**config.mk**
```make
export PLATFORM = sky130hd
export DESIGN_NAME = kyo_kick_sequencer
export DESIGN_NICKNAME = d
export VERILOG_FILES = /design/src/rtl/kof_sprite_pkg.sv /design/src/rtl/kyo_kick_addr_gen.sv /design/src/rtl/kyo_kick_sequencer.sv
export SDC_FILE = /design/constraint.sdc
export NUM_CORES = 1
export LEC_CHECK = 0
export ABC_AREA = 1
export CORE_UTILIZATION = 50
export CTS_CLUSTER_DIAMETER = 80
export DETAILED_ROUTE_END_ITERATION = 12
export PLACE_DENSITY = 0.75
export SKIP_LAST_GASP = 1
export SYNTH_ARGS = -nofsm -noshare
export SYNTH_HDL_FRONTEND = slang
export SYNTH_HIERARCHICAL = 1
export SYNTH_SLANG_ARGS = --single-unit
export TNS_END_PERCENT = 5
```
**constraint.sdc**
```tcl
create_clock -name vga_clk -period 6.5 [get_ports vga_clk]
set_input_delay 1.3 -clock vga_clk [delete_from_list [all_inputs] [get_ports vga_clk]]
set_output_delay 1.3 -clock vga_clk [all_outputs]
set_load 0.03 [all_outputs]
```
**src/rtl/kof_sprite_pkg.sv**
```systemverilog
// Shared types, default sprite geometry and the frame base helper for the kick sprite path.
package kof_sprite_pkg;

    typedef enum logic [1:0] {
        IDLE   = 2'd0,
        ARMED  = 2'd1,
        ACTIVE = 2'd2
    } seq_state_t;

    localparam int FRAME_W_DEF    = 96;
    localparam int FRAME_H_DEF    = 112;
    localparam int NUM_FRAMES_DEF = 6;

    // Start address of frame f inside the sprite ROM; only ever called with constant
    // arguments, so each result folds into a table entry rather than a multiplier.
    function automatic int frame_base(input int f, input int fw, input int fh);
        return f * fw * fh;
    endfunction

endpackage

```
**src/rtl/kyo_kick_addr_gen.sv**
```systemverilog
// Converts the draw coordinate into a registered sprite ROM address and in-box flag,
// using the frame-latched (shadow) sprite position and mirror setting.
module kyo_kick_addr_gen
    import kof_sprite_pkg::*;
#(
    parameter int FRAME_W    = FRAME_W_DEF,
    parameter int FRAME_H    = FRAME_H_DEF,
    parameter int NUM_FRAMES = NUM_FRAMES_DEF,
    parameter int ADDR_W     = 16
) (
    input  logic              clk_i,
    input  logic              rst_ni,
    input  logic [9:0]        draw_x_i,
    input  logic [9:0]        draw_y_i,
    input  logic [9:0]        pos_x_i,
    input  logic [9:0]        pos_y_i,
    input  logic              mirror_i,
    input  logic [2:0]        frame_idx_i,
    output logic [ADDR_W-1:0] rom_address_o,
    output logic              sprite_on_o
);

    logic [9:0]        dx;
    logic [9:0]        dy;
    logic [9:0]        col;
    logic              inBox;
    logic [ADDR_W-1:0] frameBase;
    logic [ADDR_W-1:0] rowOffset;
    logic [ADDR_W-1:0] rom_address_d;
    logic              sprite_on_d;
    logic [ADDR_W-1:0] rom_address_q;
    logic              sprite_on_q;

    // Offsets wrap in 10 bits, so pixels left of or above the sprite become large and fall outside.
    always_comb begin
        dx        = draw_x_i - pos_x_i;
        dy        = draw_y_i - pos_y_i;
        inBox     = (dx < 10'(FRAME_W)) && (dy < 10'(FRAME_H));
        col       = mirror_i ? (10'(FRAME_W - 1) - dx) : dx;
        rowOffset = ADDR_W'(dy) * ADDR_W'(FRAME_W);
    end

    // Frame base is a mux over constant entries, never a runtime multiply by the frame index.
    always_comb begin
        frameBase = '0;
        for (int f = 0; f < NUM_FRAMES; f++) begin
            if (frame_idx_i == 3'(f)) begin
                frameBase = ADDR_W'(frame_base(f, FRAME_W, FRAME_H));
            end
        end
    end

    // Outside the box the address is forced to zero so the ROM sees a quiet bus.
    always_comb begin
        rom_address_d = '0;
        sprite_on_d   = 1'b0;
        if (inBox) begin
            rom_address_d = frameBase + rowOffset + ADDR_W'(col);
            sprite_on_d   = 1'b1;
        end
    end

    // One cycle of address latency; the ROM and renderer add the second cycle downstream.
    always_ff @(posedge clk_i or negedge rst_ni) begin
        if (!rst_ni) begin
            rom_address_q <= '0;
            sprite_on_q   <= 1'b0;
        end else begin
            rom_address_q <= rom_address_d;
            sprite_on_q   <= sprite_on_d;
        end
    end

    assign rom_address_o = rom_address_q;
    assign sprite_on_o   = sprite_on_q;

endmodule

```
**src/rtl/kyo_kick_sequencer.sv**
```systemverilog
// Kick animation sequencer: steps frames on the vsync time base, latches the sprite
// position once per frame, and drives the sprite address generator.
module kyo_kick_sequencer
    import kof_sprite_pkg::*;
#(
    parameter int FRAME_W    = FRAME_W_DEF,
    parameter int FRAME_H    = FRAME_H_DEF,
    parameter int NUM_FRAMES = NUM_FRAMES_DEF,
    parameter int HOLD_VS    = 4,
    parameter int ADDR_W     = 16
) (
    input  logic              vga_clk,
    input  logic              reset_n,
    input  logic              vsync_start,
    input  logic [9:0]        draw_x,
    input  logic [9:0]        draw_y,
    input  logic [9:0]        pos_x,
    input  logic [9:0]        pos_y,
    input  logic              mirror,
    input  logic              kick_req,
    output logic              kick_busy,
    output logic              kick_done,
    output logic [2:0]        frame_idx,
    output logic [ADDR_W-1:0] rom_address,
    output logic              sprite_on
);

    localparam int HOLD_W = (HOLD_VS > 1) ? $clog2(HOLD_VS) : 1;

    seq_state_t        state_q;
    logic [HOLD_W-1:0] hold_cnt_q;
    logic [2:0]        frame_idx_q;
    logic              kick_busy_q;
    logic              kick_done_q;
    logic [9:0]        pos_x_s_q;
    logic [9:0]        pos_y_s_q;
    logic              mirror_s_q;

    // Animation FSM with hold counter, frame index and registered busy/done flags.
    always_ff @(posedge vga_clk or negedge reset_n) begin
        if (!reset_n) begin
            state_q     <= IDLE;
            hold_cnt_q  <= '0;
            frame_idx_q <= '0;
            kick_busy_q <= 1'b0;
            kick_done_q <= 1'b0;
        end else begin
            kick_done_q <= 1'b0;
            case (state_q)
                IDLE: begin
                    if (kick_req) begin
                        kick_busy_q <= 1'b1;
                        hold_cnt_q  <= '0;
                        frame_idx_q <= '0;
                        state_q     <= vsync_start ? ACTIVE : ARMED;
                    end
                end
                ARMED: begin
                    if (vsync_start) begin
                        hold_cnt_q  <= '0;
                        frame_idx_q <= '0;
                        state_q     <= ACTIVE;
                    end
                end
                ACTIVE: begin
                    if (vsync_start) begin
                        if (hold_cnt_q != HOLD_W'(HOLD_VS - 1)) begin
                            hold_cnt_q <= hold_cnt_q + 1'b1;
                        end else begin
                            hold_cnt_q <= '0;
                            if (frame_idx_q == 3'(NUM_FRAMES - 1)) begin
                                frame_idx_q <= '0;
                                kick_done_q <= 1'b1;
                                kick_busy_q <= 1'b0;
                                state_q     <= IDLE;
                            end else begin
                                frame_idx_q <= frame_idx_q + 3'd1;
                            end
                        end
                    end
                end
                default: begin
                    state_q     <= IDLE;
                    kick_busy_q <= 1'b0;
                end
            endcase
        end
    end

    // Position and mirror are sampled only at frame boundaries so one screen never mixes two.
    always_ff @(posedge vga_clk or negedge reset_n) begin
        if (!reset_n) begin
            pos_x_s_q  <= '0;
            pos_y_s_q  <= '0;
            mirror_s_q <= 1'b0;
        end else if (vsync_start) begin
            pos_x_s_q  <= pos_x;
            pos_y_s_q  <= pos_y;
            mirror_s_q <= mirror;
        end
    end

    kyo_kick_addr_gen #(
        .FRAME_W    (FRAME_W),
        .FRAME_H    (FRAME_H),
        .NUM_FRAMES (NUM_FRAMES),
        .ADDR_W     (ADDR_W)
    ) u_addr_gen (
        .clk_i         (vga_clk),
        .rst_ni        (reset_n),
        .draw_x_i      (draw_x),
        .draw_y_i      (draw_y),
        .pos_x_i       (pos_x_s_q),
        .pos_y_i       (pos_y_s_q),
        .mirror_i      (mirror_s_q),
        .frame_idx_i   (frame_idx_q),
        .rom_address_o (rom_address),
        .sprite_on_o   (sprite_on)
    );

    assign kick_busy = kick_busy_q;
    assign kick_done = kick_done_q;
    assign frame_idx = frame_idx_q;

endmodule

```
==> results.ini, run 1 <==
[setup_path]
path_delay_family=adder cells
crit_fanout=5
slowest_stage=fa_1
crit_arrival_ps=5560
required_ps=6690
crit_type=in -> reg
cp-end-kind=register
cp_num_buf_inv=6
critPathLaunchType=primary input
cpPeakStageDelay_ps=460
crit_path_cell_trace=clkdlybuf4s50_1 > inv_1 > ha_1 > inv_1 > fa_1 > xor2_1 > inv_1 > fa_1 > o21ai_0 > a21oi_1 > nor2_1 > nor2_1 > xor2_1 > inv_1 > ha_1 > ha_1 > inv_1 > o311ai_0 > xor2_1 > nor2_4
cp_common_cell=inv_1

[cells_and_area]
instances_no_fill=755
final_nets=748
utilization=0.6186
layout-drive-gt1-share=0.06000
areaGrowthSynthToFinish_pct=20.44
diodes=0
nFillCells=753

[yosys]
netlist_top_cells_area=dfrtp_1 (28%), nand2_1 (17%), ha_1 (15%), inv_1 (7.8%), xor2_1 (4.4%)
yosysTopAreaCell=dfrtp_1
synth_enable_flop_cells=0
ys_async_sr_fraction=1.000
synth_cell_types=35
yosys_warnings=6
syn_nets=682
syn_area_um2=4199
ys_seq_elements=47
synth_top_area_share=0.2801
synth_most_common_cell=nand2_1
syn_area_per_cell_um2=7.202
synth_ff_type=dfrtp_1
postSynthCellCount=583
ys_top_cells_by_count=nand2_1 (194), inv_1 (87), ha_1 (49), dfrtp_1 (47), nor2_1 (40)
ys_seq_area_frac=0.2801

[floorplanning]
die-area_um2=8768
dieHeight_um=93.64
die_w_um=93.64
io_pins=67
initial_core_util=0.5136
rows=33
core_um2=8175

[global_routing]
grt_pass1_vias=3425
grt_use_total=0.2044
overflow=0
grt_first_pass_wirelength_um=14350
grt_max_degree=48
antenna_found_initial=0

[clock_network]
clk_latency_ps=300
postCtsHoldBufs=0
cts_max_path_buffers=2
numCtsBuffers=5
cts_setup_buffers=0
cts_tree=done
post_cts_resized=0
cts.htree.levels=2
clk_pin_slew_worst_paths_ps=80
clock_sinks=47
cts_root_buf=clkbuf_8

[route]
post_drt_via_cell_ratio=4.878
vias=3683
drc=1
wl_per_cell_um=11.05
drt_iter0_markers=175
detail-route-antenna-nets=0
drt_wl_total_um=8341
dr.pass1.iters=8

[sta]
relSlewSlack=0.3085
worstMarginPinSlew_ps=1037
min_period_ps=5370
fmax_ghz=0.1862
fin_setup_tns_ps=0
whs_ps=475.2
finClkSkew_ps=5.340
drv_slew=0
setup_viol=0
rsz0062_at_grt=false
fin_crit_sh=0.8262
hold_violations=0

[pwr]
irDropWorstVdd_uv=202.3
powerDensity_nw_per_um2=388.6
p_leak_nw=2.741
power_w=0.001965

[placed_design]
dpl.cell_count=747
io_buffers=66
gp_congestion=0.9362
post-dp-hpwl_um=6836

[status]
status=complete, but fails checks
violations=DRC

[hold_path]
holdCritPathClass=reg -> reg

[job]
cap_violations=0

==> layer usage <==
metal | routed length, µm | global-route usage | vias to the layer above
met5 | 0 | 0 | -
li1 | - | - | 1960
met3 | 280 | 0.02602 | 10
met2 | 4010 | 0.3554 | 72
met4 | 89 | 0.06282 | 0
met1 | 3960 | 0.2634 | 1641
==> flip-flops by register name (all words and copies together), names as in the netlist <==
register                  flops
u_addr_gen/rom_address_o     16
kick_done                     1
mirror_s_q                    1
pos_x_s_q                    10
u_addr_gen/sprite_on_o        1
kick_busy                     1
hold_cnt_q                    2
state_q                       2
pos_y_s_q                    10
frame_idx                     3
==> worst register-to-register path, stage by stage, from the launching register on <==
cell      delay [ps]
dfrtp_1          360
ha_1             140
inv_1             80
fa_1             410
xor2_1           280
inv_1            110
fa_1             460
o21ai_0          380
a21oi_1          130
nor2_1           110
nor2_1            60
xor2_1           120
inv_1             50
ha_1             270
ha_1             370
inv_1             70
o311ai_0         420
xor2_1           270
nor2_4            50
==> report_power, final <==
part	internal (W)	switching (W)	leakage, nW
registers	0.000326	0.0000362	0.613
clock network	0.000124	0.0000974	0.0612
logic	0.000528	0.000853	2.07
total	0.000978	0.000987	2.74
==> metrics by stage <==
stage	worst slack (ps)	area, µm²
2_1_floorplan	1634	4199
3_5_place_dp	824.5	4940
3_3_place_gp	957.6	4940
5_1_grt	766.5	5057
6_report	1130	5057
4_1_cts	1124	5057
==> cells in the final DEF (no fill, tap or decap), types with 3 or more instances in the layout <==
cell / instances
nand2_1: 194
inv_1: 87
clkdlybuf4s50_1: 65
ha_1: 49
dfrtp_1: 47
nor2_1: 40
nand3_1: 34
a21oi_1: 22
xor2_1: 21
xnor2_1: 12
nor2_4: 11
nand4_1: 11
clkbuf_8: 6
inv_2: 5
o21ai_0: 5
fa_1: 5
nand2_2: 4
nor3_1: 4
o21bai_1: 3
a21o_1: 3
==> kinds of logic after synthesis <==
| family | count (synthesis) | synth area share |
|---|---|---|
| buffers and inverters | 99 | 0.09327 |
| DFF | 47 | 0.2801 |
| AOI/OAI and AO/OA | 42 | 0.05960 |
| adders and majority gates | 54 | 0.1698 |
| and+or+nand+nor | 307 | 0.3245 |
| xor gates and xnor gates | 34 | 0.07271 |
==> cell type report <==
class                           count  area [µm²]  area share
Inverter                           92       345.3     0.06828
Clock buffer                        6       82.58     0.01633
Timing Repair Buffer               66       655.6      0.1296
Tap cell                          105       131.4     0.02598
Clock inverter                      2       35.03    0.006927
Sequential cell                    47        1176      0.2326
Multi-Input combinational cell    437        2631      0.5203
==> final timing paths <==
path / to / slack (ps) / cells past startpoint / startpoint
min in group asynchronous: u_addr_gen/sprite_on_o / 1180 / 1 / reset_n
worst min register to register: pos_y_s_q[2] / 480 / 2 / pos_y_s_q[2]
worst min-delay path: pos_y_s_q[2] / 480 / 2 / pos_y_s_q[2]
worst max register to register: u_addr_gen/rom_address_o[14] / 2260 / 18 / pos_y_s_q[0]
worst max-delay path: u_addr_gen/rom_address_o[14] / 1130 / 20 / draw_y[0]
max in group asynchronous: pos_y_s_q[6] / 4680 / 1 / reset_n
No activity file was read; power rests on OpenSTA's default activity.
==> run 2: changes to the inputs <==
==> constraint.sdc (replaced) <==
create_clock -name vga_clk -period 5.35 [get_ports vga_clk]
set_input_delay 1.07 -clock vga_clk [delete_from_list [all_inputs] [get_ports vga_clk]]
set_output_delay 1.07 -clock vga_clk [all_outputs]
set_load 0.03 [all_outputs]
==> results.ini, run 2 (synthesized netlist as in run 1, its figures left out) <==
[floorplanning]
die-area_um2=8768  ; unchanged
dieHeight_um=93.64  ; unchanged
die_w_um=93.64  ; unchanged
rows=33  ; unchanged
core_um2=8175  ; unchanged
io_pins=67  ; unchanged
initial_core_util=0.5136  ; unchanged

[setup_path]
cp_num_buf_inv=6  ; unchanged
reg2reg_to=u_addr_gen/rom_address_o[15]
crit_arrival_ps=5230  ; -330 ps
critPathLaunchType=primary input
r2r_setup_slack_ps=1210  ; -1050 ps
cp_common_cell=inv_1
path_delay_family=adder cells
crit_fanout=4  ; -1
cp-end-kind=register
crit_type=in -> reg
slowest_stage=clkdlybuf4s50_1
crit-reg2reg-launch=pos_y_s_q[0]
cpPeakStageDelay_ps=430  ; -30 ps
required_ps=5530  ; -1160 ps
reg2reg_depth=24  ; +6

[pwr]
p_leak_nw=2.754  ; +0.46%
powerDensity_nw_per_um2=481.8  ; +24%
power_w=0.002452  ; +25%
irDropWorstVdd_uv=255.0  ; +26%

[sta]
relSlewSlack=0.3028  ; -0.005649
drv_slew=0  ; unchanged
min_period_ps=5045
worstMarginPinSlew_ps=1046  ; +8.474 ps
fmax_ghz=0.1982
finClkSkew_ps=5.083  ; -0.2570 ps
hold_violations=0  ; unchanged
setup_viol=0  ; unchanged
timing.final.ws_setup_ps=304.7  ; -825.3 ps
fin_setup_tns_ps=0  ; unchanged
fin_crit_sh=0.9430
rsz0062_at_grt=true

[cells_and_area]
fin_area_um2=5090  ; +0.64%
layout-drive-gt1-share=0.06595  ; +0.005951
final_nets=750  ; +0.27%
largest_reg_flops=16  ; unchanged
areaGrowthSynthToFinish_pct=21.22
layout_common_cells=nand2_1 (194), inv_1 (87), clkdlybuf4s50_1 (65)
utilization=0.6226  ; +0.003980
final_common_cell=nand2_1
diodes=0  ; unchanged

[route]
vias=3786  ; +2.8%
drt_iter0_markers=133  ; -24%
dr.pass1.iters=9  ; +1
wl_per_cell_um=11.67  ; +5.6%
post_drt_via_cell_ratio=5.001  ; +2.5%
drt_wl_total_um=8835  ; +5.9%
detail-route-antenna-nets=0  ; unchanged
drc=1  ; unchanged

[clock_network]
clock_sinks=47  ; unchanged
cts_max_path_buffers=2  ; unchanged
cts.htree.levels=2  ; unchanged
clk_pin_slew_worst_paths_ps=90  ; about the same
numCtsBuffers=5  ; unchanged
postCtsHoldBufs=0  ; unchanged
cts_root_buf=clkbuf_8
clk_latency_ps=300  ; about the same
cts_tree=done

[global_routing]
overflow=0  ; unchanged
busiest_layer=met2
antenna_found_initial=0  ; unchanged
grt.met3_usage=0.03089  ; +0.004878
grt_pass1_vias=3612  ; +5.5%
grt_use_total=0.2185  ; +0.01412
grt_max_degree=48  ; unchanged
grt_first_pass_wirelength_um=15340  ; +6.9%
grt.met2_usage=0.3781  ; +0.02267
gr-usage-met1=0.2769  ; +0.01344

[status]
violations=DRC
status=complete, but fails checks

[placed_design]
gp_congestion=0.9243  ; -1.3%
post-dp-hpwl_um=7063  ; +3.3%
pre_cts_ws_ps=-26.61  ; -851.1 ps
io_buffers=66  ; unchanged
dpl-instance-area_um2=4947  ; +0.15%

[hold_path]
whs_path_depth=2  ; unchanged
holdCritPathClass=reg -> reg
worstHoldEndpoint=pos_x_s_q[8]
min-delay-start=pos_x_s_q[8]

[job]
cap_violations=0  ; unchanged

==> run 2: worst max-delay path by stage <==
stage,startpoint,endpoint,depth (start not counted)
after global routing,draw_y[0],u_addr_gen/rom_address_o[14],25
final,draw_y[0],u_addr_gen/rom_address_o[15],26
after global placement,draw_y[0],u_addr_gen/rom_address_o[15],27
after floorplan,draw_y[0],u_addr_gen/rom_address_o[14],19
after CTS,draw_y[0],u_addr_gen/rom_address_o[15],27
after detailed placement,draw_y[0],u_addr_gen/rom_address_o[15],27
==> run 2: cell type report <==
| type | count | area (µm²) |
|---|---|---|
| fillers | 743 | 3085 |
| multi-input cells | 437 | 2649 |
| flip-flops and latches | 47 | 1176 |
| repair buffers | 68 | 670.6 |
| inverters | 92 | 345.3 |
| well taps | 105 | 131.4 |
| clock buffers | 6 | 82.58 |
| clock inverters | 2 | 35.03 |
==> run 2: through the flow <==
step,hold WS (ps),std cells
after floorplan,440.0,583
after global placement,453.0,748
after detailed placement,460.7,748
after CTS,482.1,756
after global routing,501.2,757
final,475.3,757
==> run 2: repair_timing <==
| action | 4_1_cts | 5_1_grt |
|---|---|---|
| setup buffers | 0 | 1 |
| endpoints found under the setup margin | 0 | 2 |
| resized for setup | 0 | 4 |
==> run 2: metal layers <==
metal,up-vias,routed length (µm)
met3,18,349
met4,0,157
met1,1699,4069
li1,1966,-
met2,103,4259
met5,-,0
==> run 2: worst min-delay path: cells and delay by family (launching register included) <==
| family | cells | cell delay [ps] |
|---|---|---|
| simple gates | 2 | 100 |
| flops | 1 | 350 |
==> run 2: report_power, final <==
group	leakage, nW	switching [W]	internal [W]
sequential	0.613	0.0000456	0.000396
combinational	2.08	0.00108	0.000665
clock	0.0612	0.000118	0.000151
total	2.75	0.00124	0.00121
